==> config.mk <==
export PLATFORM = sky130hd
export DESIGN_NAME = sign_mag_pwm_flat
export DESIGN_NICKNAME = d
export VERILOG_FILES = /design/src/rtl/sign_mag_pwm_if.sv /design/src/rtl/sign_mag_pwm.sv /design/src/flat_wrapper.sv
export SDC_FILE = /design/constraint.sdc
export NUM_CORES = 1
export LEC_CHECK = 0
export CAP_MARGIN = 20
export CORE_AREA = 2 2 47 49
export CTS_CLUSTER_DIAMETER = 40
export DETAILED_ROUTE_END_ITERATION = 8
export DIE_AREA = 0 0 49 51
export GPL_TIMING_DRIVEN = 0
export PLACE_DENSITY = 0.68
export SETUP_SLACK_MARGIN = 0.02
export SYNTH_ARGS = -nofsm -noshare
export SYNTH_HDL_FRONTEND = slang
export SYNTH_SLANG_ARGS = --single-unit
==> constraint.sdc <==
create_clock -name clk -period 1.56 [get_ports clk]
set_input_delay 0.156 -clock clk [delete_from_list [all_inputs] [get_ports clk]]
set_output_delay 0.156 -clock clk [all_outputs]
set_load 0.1 [all_outputs]
==> src/rtl/sign_mag_pwm_if.sv <==
// sign_mag_pwm_if: groups the run/duty/direction request and the two-leg PWM
// outputs of sign_mag_pwm into one bundle.
//   en            run enable (low forces idle)
//   pwm_data      requested duty magnitude, 0..2**Width-1
//   sign          requested direction, 1 selects out_a, 0 selects out_b
//   out_a/out_b   PWM legs
//   dir           currently applied direction
//   period_start  one-cycle pulse on the first cycle of each run period
//   dead          high while both legs are held off for a reversal
// master: the requester (upstream stage / bench). slave: the PWM block.
interface sign_mag_pwm_if #(
  parameter int unsigned Width = 3
);
  logic             en;
  logic [Width-1:0] pwm_data;
  logic             sign;
  logic             out_a;
  logic             out_b;
  logic             dir;
  logic             period_start;
  logic             dead;

  modport master (
    output en,
    output pwm_data,
    output sign,
    input  out_a,
    input  out_b,
    input  dir,
    input  period_start,
    input  dead
  );

  modport slave (
    input  en,
    input  pwm_data,
    input  sign,
    output out_a,
    output out_b,
    output dir,
    output period_start,
    output dead
  );
endinterface

==> src/rtl/sign_mag_pwm.sv <==
// sign_mag_pwm: sign-magnitude PWM generator with double-buffered duty and
// direction and a dead interval on every direction reversal.
//   clk    system clock, rising edge
//   rst_n  asynchronous active-low reset
//   bus    sign_mag_pwm_if slave: en, pwm_data, sign in; out_a, out_b, dir,
//          period_start, dead out
// A period is P = 2**Width-1 clocks (cnt 0..P-1). Duty and sign are sampled
// only on the last cycle of a period, so mid-period input changes never
// disturb the waveform in flight. All outputs decode from registers only.
module sign_mag_pwm #(
  parameter int unsigned Width    = 3,
  parameter int unsigned DeadTime = 2
) (
  input  logic         clk,
  input  logic         rst_n,
  sign_mag_pwm_if.slave bus
);

  typedef enum logic [1:0] {StIdle, StRun, StDead} state_e;

  localparam int unsigned DcW = (DeadTime > 1) ? $clog2(DeadTime) : 1;

  // Last count of a period is P-1 = 2**Width-2.
  localparam logic [Width-1:0] CntLast  = Width'((2 ** Width) - 2);
  localparam logic [DcW-1:0]   DeadLast = DcW'((DeadTime > 0) ? DeadTime - 1 : 0);

  state_e           state_q, state_d;
  logic [Width-1:0] cnt_q, cnt_d;
  logic [Width-1:0] duty_q, duty_d;
  logic             dir_q, dir_d;
  logic             next_sign_q, next_sign_d;
  logic [DcW-1:0]   dead_cnt_q, dead_cnt_d;

  always_ff @(posedge clk or negedge rst_n) begin
    if (!rst_n) begin
      state_q     <= StIdle;
      cnt_q       <= '0;
      duty_q      <= '0;
      dir_q       <= 1'b0;
      next_sign_q <= 1'b0;
      dead_cnt_q  <= '0;
    end else begin
      state_q     <= state_d;
      cnt_q       <= cnt_d;
      duty_q      <= duty_d;
      dir_q       <= dir_d;
      next_sign_q <= next_sign_d;
      dead_cnt_q  <= dead_cnt_d;
    end
  end

  always_comb begin
    state_d     = state_q;
    cnt_d       = cnt_q;
    duty_d      = duty_q;
    dir_d       = dir_q;
    next_sign_d = next_sign_q;
    dead_cnt_d  = dead_cnt_q;

    if (!bus.en) begin
      // Abort from any state; duty and direction are kept for visibility.
      state_d    = StIdle;
      cnt_d      = '0;
      dead_cnt_d = '0;
    end else begin
      unique case (state_q)
        StIdle: begin
          // Legs are already off, so a start never needs a dead interval.
          duty_d  = bus.pwm_data;
          dir_d   = bus.sign;
          cnt_d   = '0;
          state_d = StRun;
        end
        StRun: begin
          if (cnt_q == CntLast) begin
            duty_d      = bus.pwm_data;
            next_sign_d = bus.sign;
            if (bus.sign == dir_q) begin
              cnt_d = '0;
            end else if (DeadTime > 0) begin
              state_d    = StDead;
              dead_cnt_d = '0;
            end else begin
              dir_d = bus.sign;
              cnt_d = '0;
            end
          end else begin
            cnt_d = cnt_q + Width'(1);
          end
        end
        StDead: begin
          dead_cnt_d = dead_cnt_q + DcW'(1);
          if (dead_cnt_q == DeadLast) begin
            dir_d   = next_sign_q;
            cnt_d   = '0;
            state_d = StRun;
          end
        end
        default: state_d = StIdle;
      endcase
    end
  end

  // Duty equal to P keeps cnt < duty true on every count, so the active leg
  // stays high across period boundaries with no gap.
  logic in_run;
  logic leg_on;

  always_comb begin
    in_run           = (state_q == StRun);
    leg_on           = in_run && (cnt_q < duty_q);
    bus.out_a        = leg_on && dir_q;
    bus.out_b        = leg_on && !dir_q;
    bus.period_start = in_run && (cnt_q == '0);
    bus.dead         = (state_q == StDead);
    bus.dir          = dir_q;
  end

  legs_exclusive_a : assert property (@(posedge clk) disable iff (!rst_n)
    !(bus.out_a && bus.out_b));

endmodule

==> src/flat_wrapper.sv <==
// flat-port wrapper written by rule: the top's interface ports become plain ports
module sign_mag_pwm_flat 
#(
  parameter int unsigned Width    = 3,
  parameter int unsigned DeadTime = 2
)
  (clk, rst_n, bus_en, bus_pwm_data, bus_sign, bus_out_a, bus_out_b, bus_dir, bus_period_start, bus_dead);
  sign_mag_pwm_if #(.Width(Width)) bus_i ();
  input  logic clk;
  input  logic rst_n;
  input wire logic [$bits(bus_i.en)-1:0] bus_en;
  input wire logic [$bits(bus_i.pwm_data)-1:0] bus_pwm_data;
  input wire logic [$bits(bus_i.sign)-1:0] bus_sign;
  output wire logic [$bits(bus_i.out_a)-1:0] bus_out_a;
  output wire logic [$bits(bus_i.out_b)-1:0] bus_out_b;
  output wire logic [$bits(bus_i.dir)-1:0] bus_dir;
  output wire logic [$bits(bus_i.period_start)-1:0] bus_period_start;
  output wire logic [$bits(bus_i.dead)-1:0] bus_dead;
  assign bus_i.en = bus_en;
  assign bus_i.pwm_data = bus_pwm_data;
  assign bus_i.sign = bus_sign;
  assign bus_out_a = bus_i.out_a;
  assign bus_out_b = bus_i.out_b;
  assign bus_dir = bus_i.dir;
  assign bus_period_start = bus_i.period_start;
  assign bus_dead = bus_i.dead;
  sign_mag_pwm #(.Width(Width), .DeadTime(DeadTime)) u_core (.clk(clk), .rst_n(rst_n), .bus(bus_i));
endmodule
After elaboration in Yosys (flattened, before gate mapping)
Index checks and enable logic that the tools add are counted.

Flip-flop bits (word level): 11. Latch bits: 0. Memory bits (writable): 0. ROM bits: 0. Input port bits: 7. Logic and storage cells: 54. Memories kept: 0.

Add/subtract/negate cells: 2. $mul: 0. Div/mod/pow operators: 0. Order comparisons: 1. Equal/unequal tests: 12. Shift operators: 0. Muxes and demuxes: 18. Bitwise operators: 0. Reductions and logical operators: 15.

Operators by type and width (count): AND reduction 3 bit (6); 2-to-1 mux 3 bit (5); one-hot mux 3 bit (3 select lines) (1); 2-to-1 mux 2 bit (4); inequality test 3 bit (second input constant) (2); one-hot mux 2 bit (3 select lines) (1); one-hot mux 3 bit (2 select lines) (1); logical AND 1 bit (4); 2-to-1 mux 1 bit (4); inequality test 4 x 1 -> 1 bit (second input constant) (1); inequality test 4 bit (second input constant) (1); one-hot mux 1 bit (2 select lines) (2); nonzero test 2 bit (2); adder 3 x 1 -> 3 bit (second input constant) (1); equality test 3 bit (second input constant) (1); logical NOT 3 bit (1); less-than comparator 3 bit (1); inequality test 3 x 1 -> 1 bit (second input constant) (1); inequality test 3 x 2 -> 1 bit (second input constant) (1); equality test 2 x 1 -> 1 bit (second input constant) (1); equality test 2 bit (second input constant) (1); logical NOT 2 bit (1); inequality test 2 x 1 -> 1 bit (second input constant) (1); inequality test 2 bit (second input constant) (1); 3 further kinds (3).

Depth between registers and ports, before layout
Gate-level depths: netlist of run 1.

Depth after elaboration: 5. Depth in mapped cells: 6. Mapped depth without buffers: 6.

Worst setup path before layout of run 1
OpenSTA, ideal clock, no wires.

Kind: register to output. From: reg u_core.state_q[1]. To: out bus_period_start. Arrival time: 3.556 ns. Data required time: 1.404 ns. Setup slack: -2.152 ns. Cell stages (with the launch flop): 5. Buffers on the path: 0. Path through: dfrtp_1 -> inv_1 -> ha_1 -> inv_1 -> nor4_1.

Cells in the longest elaborated chain, start to end: 2.

Ends and longest elaborated chain: start: declaration (line sign_mag_pwm.sv:27) `state_e state_q, state_d;`; start signal: assignment (line sign_mag_pwm.sv:36) `state_q <= StIdle;`; start signal: assignment (line sign_mag_pwm.sv:43) `state_q <= state_d;`; equality test 2 x 1 -> 1 bit (line sign_mag_pwm.sv:110) `in_run = (state_q == StRun);`; logical AND 1 bit (line sign_mag_pwm.sv:114) `bus.period_start = in_run && (cnt_q == '0);`; end: declaration (line flat_wrapper.sv:17) `output wire logic [$bits(bus_i.period_start)-1:0] bus_period_start;`.

Every way passes these cells.

Worst setup path in the final report of run 1
From: reg u_core.state_q[0]. To: reg u_core.duty_q[0].

Cells in the longest elaborated chain, start to end: 3. Elaborated cells on any way between the ends: 6.

Ends and longest elaborated chain: equality test 2 x 1 -> 1 bit / logical NOT 2 bit (equally long branches) (line sign_mag_pwm.sv:66) `unique case (state_q)`; inequality test 2 bit (no source line) / nonzero test 2 bit (equally long branches); AND reduction 3 bit (no source line); end signal: assignment (line sign_mag_pwm.sv:45) `duty_q <= duty_d;`; end: declaration (line sign_mag_pwm.sv:29) `logic [Width-1:0] duty_q, duty_d;`.

Parallel ways exist; a longest one is shown, timed or not. A chain may end at the register's enable or synchronous reset.

==> results of run 1 <==
state kept, by name (all words and copies together), names as in the netlist:
register and cells:
u_core.bus.dir 1, u_core.duty_q 3, u_core.state_q 2, u_core.cnt_q 3, u_core.dead_cnt_q 1, u_core.next_sign_q 1
synth_stat cells (all sizes together):
cell type   n
dfrtp      11
o211ai      1
a211oi      1
a211o       1
o31ai       1
a2111oi     1
o2bb2ai     1
o211a       1
xor2        1
mux2i       1
o21a        1
o21ai       6
nand2       8
nand3       2
nor2        3
a21oi       2
o221ai      1
xnor2       1
ha          6
a21o        1
o22ai       1
nor2b       3
and3b       1
a31oi       1
mux2        6
nand2b      2
buf         2
nor4        1
or4b        1
inv         8
layout by cell type (no fill, tap or decap), drive strengths merged, types with 4 or more instances in the layout:
cell / netlist / routed
inv: 8 / 8
clkbuf: 0 / 4
o21ai: 6 / 6
buf: 2 / 18
dfrtp: 11 / 11
nand2: 8 / 8
ha: 6 / 6
mux2: 6 / 6
clkdlybuf4s50: 0 / 5
logic make-up (layout without fill, tap and decap cells):
kind of cell,count (synthesis),in the layout,synth area share
xor+xnor,2,2,0.0231
flops,11,11,0.364
simple gates,21,21,0.152
mux,7,7,0.122
buf+inv,10,36,0.0612
compound gates,20,20,0.179
fa+ha+maj,6,6,0.0992
worst register-to-register path, cell delays in order (launching register included):
cell and delay (ns):
dfrtp_2 0.46, buf_6 0.14, ha_4 0.16, buf_4 0.13, mux2_4 0.30, nand2_4 0.10, mux2_4 0.30
through the flow:
step | worst slack, ns | cells | setup TNS (ns)
final | -0.146 | 131 | -0.792
after global routing | -0.191 | 131 | -1.07
after CTS | -0.127 | 128 | -0.344
after detailed placement | -0.983 | 115 | -3.82
after global placement | -0.949 | 115 | -3.69
after floorplan | -0.319 | 77 | -0.987
metal layers:
| metal | global-route usage | share of wire | vias to the layer above |
|---|---|---|---|
| met5 | 0 | 0 | - |
| met4 | 0.0381 | 0.010 | 0 |
| met3 | 0.0614 | 0.052 | 2 |
| met2 | 0.326 | 0.57 | 24 |
| met1 | 0.207 | 0.37 | 347 |
| li1 | - | - | 322 |
timing repair:
item	in CTS	in global routing
pin swaps	10	3
setup buffers	10	3
hold buffers	0	0
setup endpoints to repair	11	12
gates resized for setup	62	15
power groups by stage:
stage	Combinational, mW	Clock [mW]	Sequential (mW)
2_1_floorplan	1.00	0	0.572
3_3_place_gp	1.29	0	0.500
3_5_place_dp	1.31	0	0.505
4_1_cts	1.70	0.202	0.510
5_1_grt	2.03	0.215	0.521
6_report	1.92	0.192	0.508
cell type report:
| type | instances | area (sq um) | area share |
|---|---|---|---|
| Timing Repair Buffer | 23 | 240 | 0.188 |
| Buffer | 1 | 5.00 | 0.00391 |
| Inverter | 8 | 35.0 | 0.0274 |
| Clock buffer | 4 | 26.3 | 0.0205 |
| Multi-Input combinational cell | 56 | 656 | 0.513 |
| Sequential cell | 11 | 282 | 0.220 |
| Tap cell | 28 | 35.0 | 0.0274 |
worst paths after layout:
path                                                 from                             end  slack (ns)  cells past startpoint
max reg2reg                 u_core.state_q[0]$_DFFE_PN0P_    u_core.duty_q[0]$_DFFE_PN0P_       -0.15                      6
min reg2reg                u_core.next_sign_q$_DFFE_PN0P_  u_core.next_sign_q$_DFFE_PN0P_        0.52                      1
min                                                 rst_n  u_core.next_sign_q$_DFFE_PN0P_        0.22                      1
max                         u_core.state_q[0]$_DFFE_PN0P_    u_core.duty_q[0]$_DFFE_PN0P_       -0.15                      6
max in group asynchronous                           rst_n     u_core.cnt_q[0]$_DFFE_PN0P_        0.98                      1
min in group clk                                   bus_en   u_core.state_q[0]$_DFFE_PN0P_        0.28                      3
==> impl_metrics.py, run 1 <==
metrics = {
    "yosys": {
        "synth_top_area_cell": "dfrtp_1",
        "ys_seq_elements": 11,
        "synth_cells": 77,
        "ys_warn_count": 0,
        "syn_nets": 90,
        "ys_top_cells_by_area": "dfrtp_1 36%, ha_1 9.9%, mux2_4 7.9%, o21ai_0 4.0%, inv_1 4.0%",
        "synthesis.area_sq_um": 757,
        "syn_area_per_cell_sq_um": 9.83,
        "seq_area_frac_synth": 0.364,
        "synth.distinct_cells": 33,
        "synth_top_area_share": 0.364,
    },
    "finish": {
        "fin_util": 0.620,
        "fin_area_sq_mm": 0.00128,
        "diodes": 0,
        "nets": 117,
        "area_delta_synth_final_pct": 68.9,
        "fillers": 173,
        "drive_gt1_frac": 0.602,
    },
    "critical_path": {
        "cp-start-kind": "flop",
        "critical_path.endpoint_type": "flop",
        "crit_arrival_ns": 1.86,
        "worst-path-buf-inv": 2,
        "critical_path_required_ns": 1.71,
        "cp_slowest_stage_delay_ns": 0.46,
        "crit_chain": "buf_6 -> ha_4 -> buf_4 -> mux2_4 -> nand2_4 -> mux2_4",
        "cp_common_cell": "mux2_4",
        "cp_max_fo": 4,
        "cp_slowest_cell": "dfrtp_2",
        "cp_top_family": "multiplexers",
        "critPathKind": "flop to flop",
    },
    "power_and_ir_drop": {
        "leakage_nw": 0.533,
        "comb_power_share": 0.733,
        "switchingPower_mw": 1.29,
        "vdd_drop_max_v": 0.00165,
        "total_power_mw": 2.62,
        "p_int_mw": 1.33,
        "clockPowerShare": 0.073,
        "seqPwrFrac": 0.194,
        "p_sw_frac": 0.493,
        "pwr_density_cell_mw_per_mm2": 2050,
    },
    "timing": {
        "fin_hold_ws_ns": 0.219,
        "layout_min_cycle_time_ns": 1.71,
        "slew_headroom": 0.639,
        "setup_violations": 7,
        "rsz0062_at_grt": "true",
        "worst_slew_pin_slew_ns": 0.544,
        "finalHoldViolCount": 0,
        "fin_skew_ns": 0.00480,
        "min_period_over_period": 1.09,
        "fmax_ghz": 0.586,
        "slew_violations": 0,
        "setup_ws_ns": -0.146,
    },
    "floorplanning": {
        "io_pins": 12,
        "core_area_sq_mm": 0.00206,
        "dieHeight_um": 51,
        "start_util": 0.367,
        "die_w_um": 49,
        "dieArea_sq_mm": 0.00250,
        "fp-row-count": 17,
    },
    "run_status": {
        "violations": "setup timing",
        "status": "complete, but fails checks",
    },
    "flow_run": {
        "maxCapViolCount": 0,
    },
    "global_routing": {
        "antenna_found_initial": 0,
        "grt_pass1_wl_mm": 3.31,
        "track_usage": 0.180,
        "grt_max_degree": 12,
        "grt_pass1_vias": 677,
        "grt-ovfl-total": 0,
    },
    "route": {
        "vias": 695,
        "post_drt_wl_per_cell_um": 15.7,
        "antenna_left": 0,
        "drtPass1Iterations": 4,
        "drt_iter0_markers": 12,
        "remaining_drc_errors": 0,
        "routed_wl_mm": 2.05,
        "viasPerCell": 5.31,
    },
    "clock_tree": {
        "cts_made_buffers": 3,
        "cts_tree": "done",
        "cts_buffer_depth": 2,
        "cts-root-buf": "clkbuf_4",
        "insertion_delay_ns": 0.27,
        "htree_levels": 1,
        "cts_sinks": 11,
        "clk_pin_slew_ns": 0.07,
    },
    "place": {
        "place_hpwl_mm": 1.15,
        "dpl-instance-area_sq_um": 962,
        "place.gp.congestion": 0.845,
        "port_buffers": 10,
    },
    "hold_path": {
        "min_path_type": "input port to async pin",
    },
}
Power figures use the tool's default switching activity.
==> run 2: changes to the inputs <==
- GPL_ROUTABILITY_DRIVEN: default -> 0
==> results of run 2 <==
Final layout, timing and power as in run 1 (identical DEF).
==> run 3: changes to the inputs <==
- CORE_AREA: 2 2 47 49 -> 2 2 49 47
- DIE_AREA: 0 0 49 51 -> 0 0 51 49
- DONT_BUFFER_PORTS: default -> 1
- PLACE_DENSITY: 0.68 -> 0.6
==> run 3 against run 2 <==
  * The flow still finishes with violations (setup timing)
  * Via count shrank 4.2%
  * Hold slack lost 0.20 ns
  * Critical path depth is the same
  * Total power is essentially flat
  * Global-route usage shrank 0.94 points
  * Sequential power grew 15%
==> impl_metrics.py, run 3 (synthesized netlist as in run 1, its figures left out) <==
metrics = {
    "global_routing": {
        "antenna_found_initial": 0,
        "grt_use_met2": 0.292,
        "grt_pass1_wl_mm": 3.06,
        "grt_pass1_vias": 652,
        "grt_busiest_layer": "met2",
        "gr-usage-met3": 0.0552,
        "grt_max_degree": 12,
        "met1_usage": 0.180,
        "grt-ovfl-total": 0,
        "track_usage": 0.171,
    },
    "critical_path": {
        "critical_path_required_ns": 1.77,
        "cp_slowest_cell": "or4b_1",
        "reg2reg_depth": 6,
        "reg2reg_slack_ns": -0.28,
        "crit_chain": "buf_4 -> ha_4 -> nor2b_4 -> o21a_4 -> or4b_1 -> o21ai_1",
        "cp_slowest_stage_delay_ns": 0.48,
        "r2r-start": "u_core.state_q[1]$_DFFE_PN0P_",
        "cp_max_fo": 5,
        "crit_arrival_ns": 2.05,
        "cp-start-kind": "flop",
        "critical_path.endpoint_type": "flop",
        "critPathKind": "flop to flop",
        "regToRegEndpoint": "u_core.cnt_q[2]$_DFFE_PN0P_",
        "cp-startpoint": "u_core.state_q[1]$_DFFE_PN0P_",
    },
    "finish": {
        "final_cell_mix": "9 x buf_4, 8 x buf_6, 6 x mux2_4, 6 x dfrtp_1, 5 x ha_4",
        "fin_util": 0.617,
        "drive_gt1_frac": 0.646,
        "diodes": 0,
        "area_delta_synth_final_pct": 64.8,
        "reg_top3": "u_core.cnt_q: 3 flops, u_core.duty_q: 3 flops, u_core.state_q: 2 flops",
        "nets": 113,
        "final_common_cell": "buf_4",
    },
    "timing": {
        "layout_min_cycle_time_ns": 1.84,
        "setup_ws_ns": -0.282,
        "fin_skew_ns": 0.00676,
        "fmax_ghz": 0.543,
        "rsz0062_at_grt": "true",
        "finalHoldViolCount": 0,
        "worst_slew_pin_slew_ns": 0.610,
        "min_period_over_period": 1.18,
        "slew_violations": 0,
        "fin_setup_tns_ns": -1.82,
        "setup_violations": 13,
        "slew_headroom": 0.592,
    },
    "floorplanning": {
        "dieArea_sq_mm": 0.00250,
        "core_area_sq_mm": 0.00202,
        "die_w_um": 51,
        "dieHeight_um": 49,
        "io_pins": 12,
        "fp-row-count": 16,
        "start_util": 0.374,
    },
    "hold_path": {
        "min_from": "bus_sign",
        "hold_path_end": "u_core.next_sign_q$_DFFE_PN0P_",
        "min_path_type": "input port to flop",
        "hold_depth": 1,
    },
    "route": {
        "drt_iter0_markers": 8,
        "viasPerCell": 5.29,
        "vias": 666,
        "post_drt_wl_per_cell_um": 17.2,
        "remaining_drc_errors": 0,
        "routed_wl_mm": 2.16,
        "antenna_left": 0,
        "drtPass1Iterations": 4,
    },
    "clock_tree": {
        "cts-root-buf": "clkbuf_4",
        "htree_levels": 1,
        "cts_buffer_depth": 2,
        "clk_pin_slew_ns": 0.07,
        "cts_made_buffers": 3,
        "cts_sinks": 11,
        "cts_tree": "done",
        "insertion_delay_ns": 0.29,
    },
    "power_and_ir_drop": {
        "pwr_density_cell_mw_per_mm2": 2110,
        "total_power_mw": 2.63,
        "vdd_drop_max_v": 0.00119,
        "leakage_nw": 0.530,
    },
    "flow_run": {
        "maxCapViolCount": 0,
    },
    "run_status": {
        "status": "complete, but fails checks",
        "violations": "setup timing",
    },
    "place": {
        "place_ws_ns": -0.359,
        "place_hpwl_mm": 1.15,
        "port_buffers": 0,
    },
}
run 3: cell count changes in the layout (fill, tap and decap cells not counted), moves of 2 or more:
cell / change
buf_12: -2
clkdlybuf4s50_1: -5
mux2_2: -2
mux2_4: +2
run 3: routing by layer:
| layer | share of wire | up-vias |
|---|---|---|
| met3 | 0.043 | 6 |
| li1 | - | 320 |
| met1 | 0.39 | 325 |
| met5 | 0 | - |
| met4 | 0.026 | 0 |
| met2 | 0.54 | 15 |
run 3: report_power, final:
group          internal [mW]  total (mW)  leakage [nW]  switching, mW
Clock                 0.0996       0.204        0.0150          0.105
Combinational          0.824        1.84         0.380           1.01
Sequential             0.391       0.585         0.136          0.194
run 3: metrics by stage:
step / hold WS (ns) / instances / area, sq um
final: 0.0168 / 126 / 1250
after CTS: 0.0198 / 121 / 1100
after global routing: 0.0187 / 126 / 1250
after detailed placement: -0.139 / 105 / 876
after global placement: -0.139 / 104 / 861
after floorplan: -0.140 / 77 / 827
run 3: final cells by class:
cell class | instances | area [sq um]
buffer | 2 | 16.3
clock buffer | 4 | 26.3
fill | 160 | 774
inverter | 8 | 35.0
multi-input combinational | 56 | 681
sequential | 11 | 284
tap | 27 | 33.8
timing repair buffer | 18 | 171
run 3: worst max-delay path: cells and delay by family, from the launching register on:
kind | cells | cell delay (ns)
adder cells (fa/ha/maj) | 1 | 0.27
buffers and inverters | 1 | 0.14
AO/OA/AOI/OAI | 2 | 0.30
AND/OR/NAND/NOR | 2 | 0.66
flip-flops | 1 | 0.39
run 3: worst max-delay path by stage:
stage                                             end  slack [ns]  cells after the start
after global placement               bus_period_start       -0.37                      4
final                     u_core.cnt_q[2]$_DFFE_PN0P_       -0.28                      6
after global routing      u_core.cnt_q[2]$_DFFE_PN0P_       -0.33                      6
after floorplan                      bus_period_start       -0.32                      4
after CTS                                   bus_out_a       -0.28                      5
after detailed placement  u_core.cnt_q[2]$_DFFE_PN0P_       -0.36                      6
run 3: repair_timing:
item,CTS,global route
pin swaps,9,7
setup buffers,11,5
endpoints found under the setup margin,13,13
resized for setup,27,23
hold buffers,1,0
hold endpoints to repair,11,0
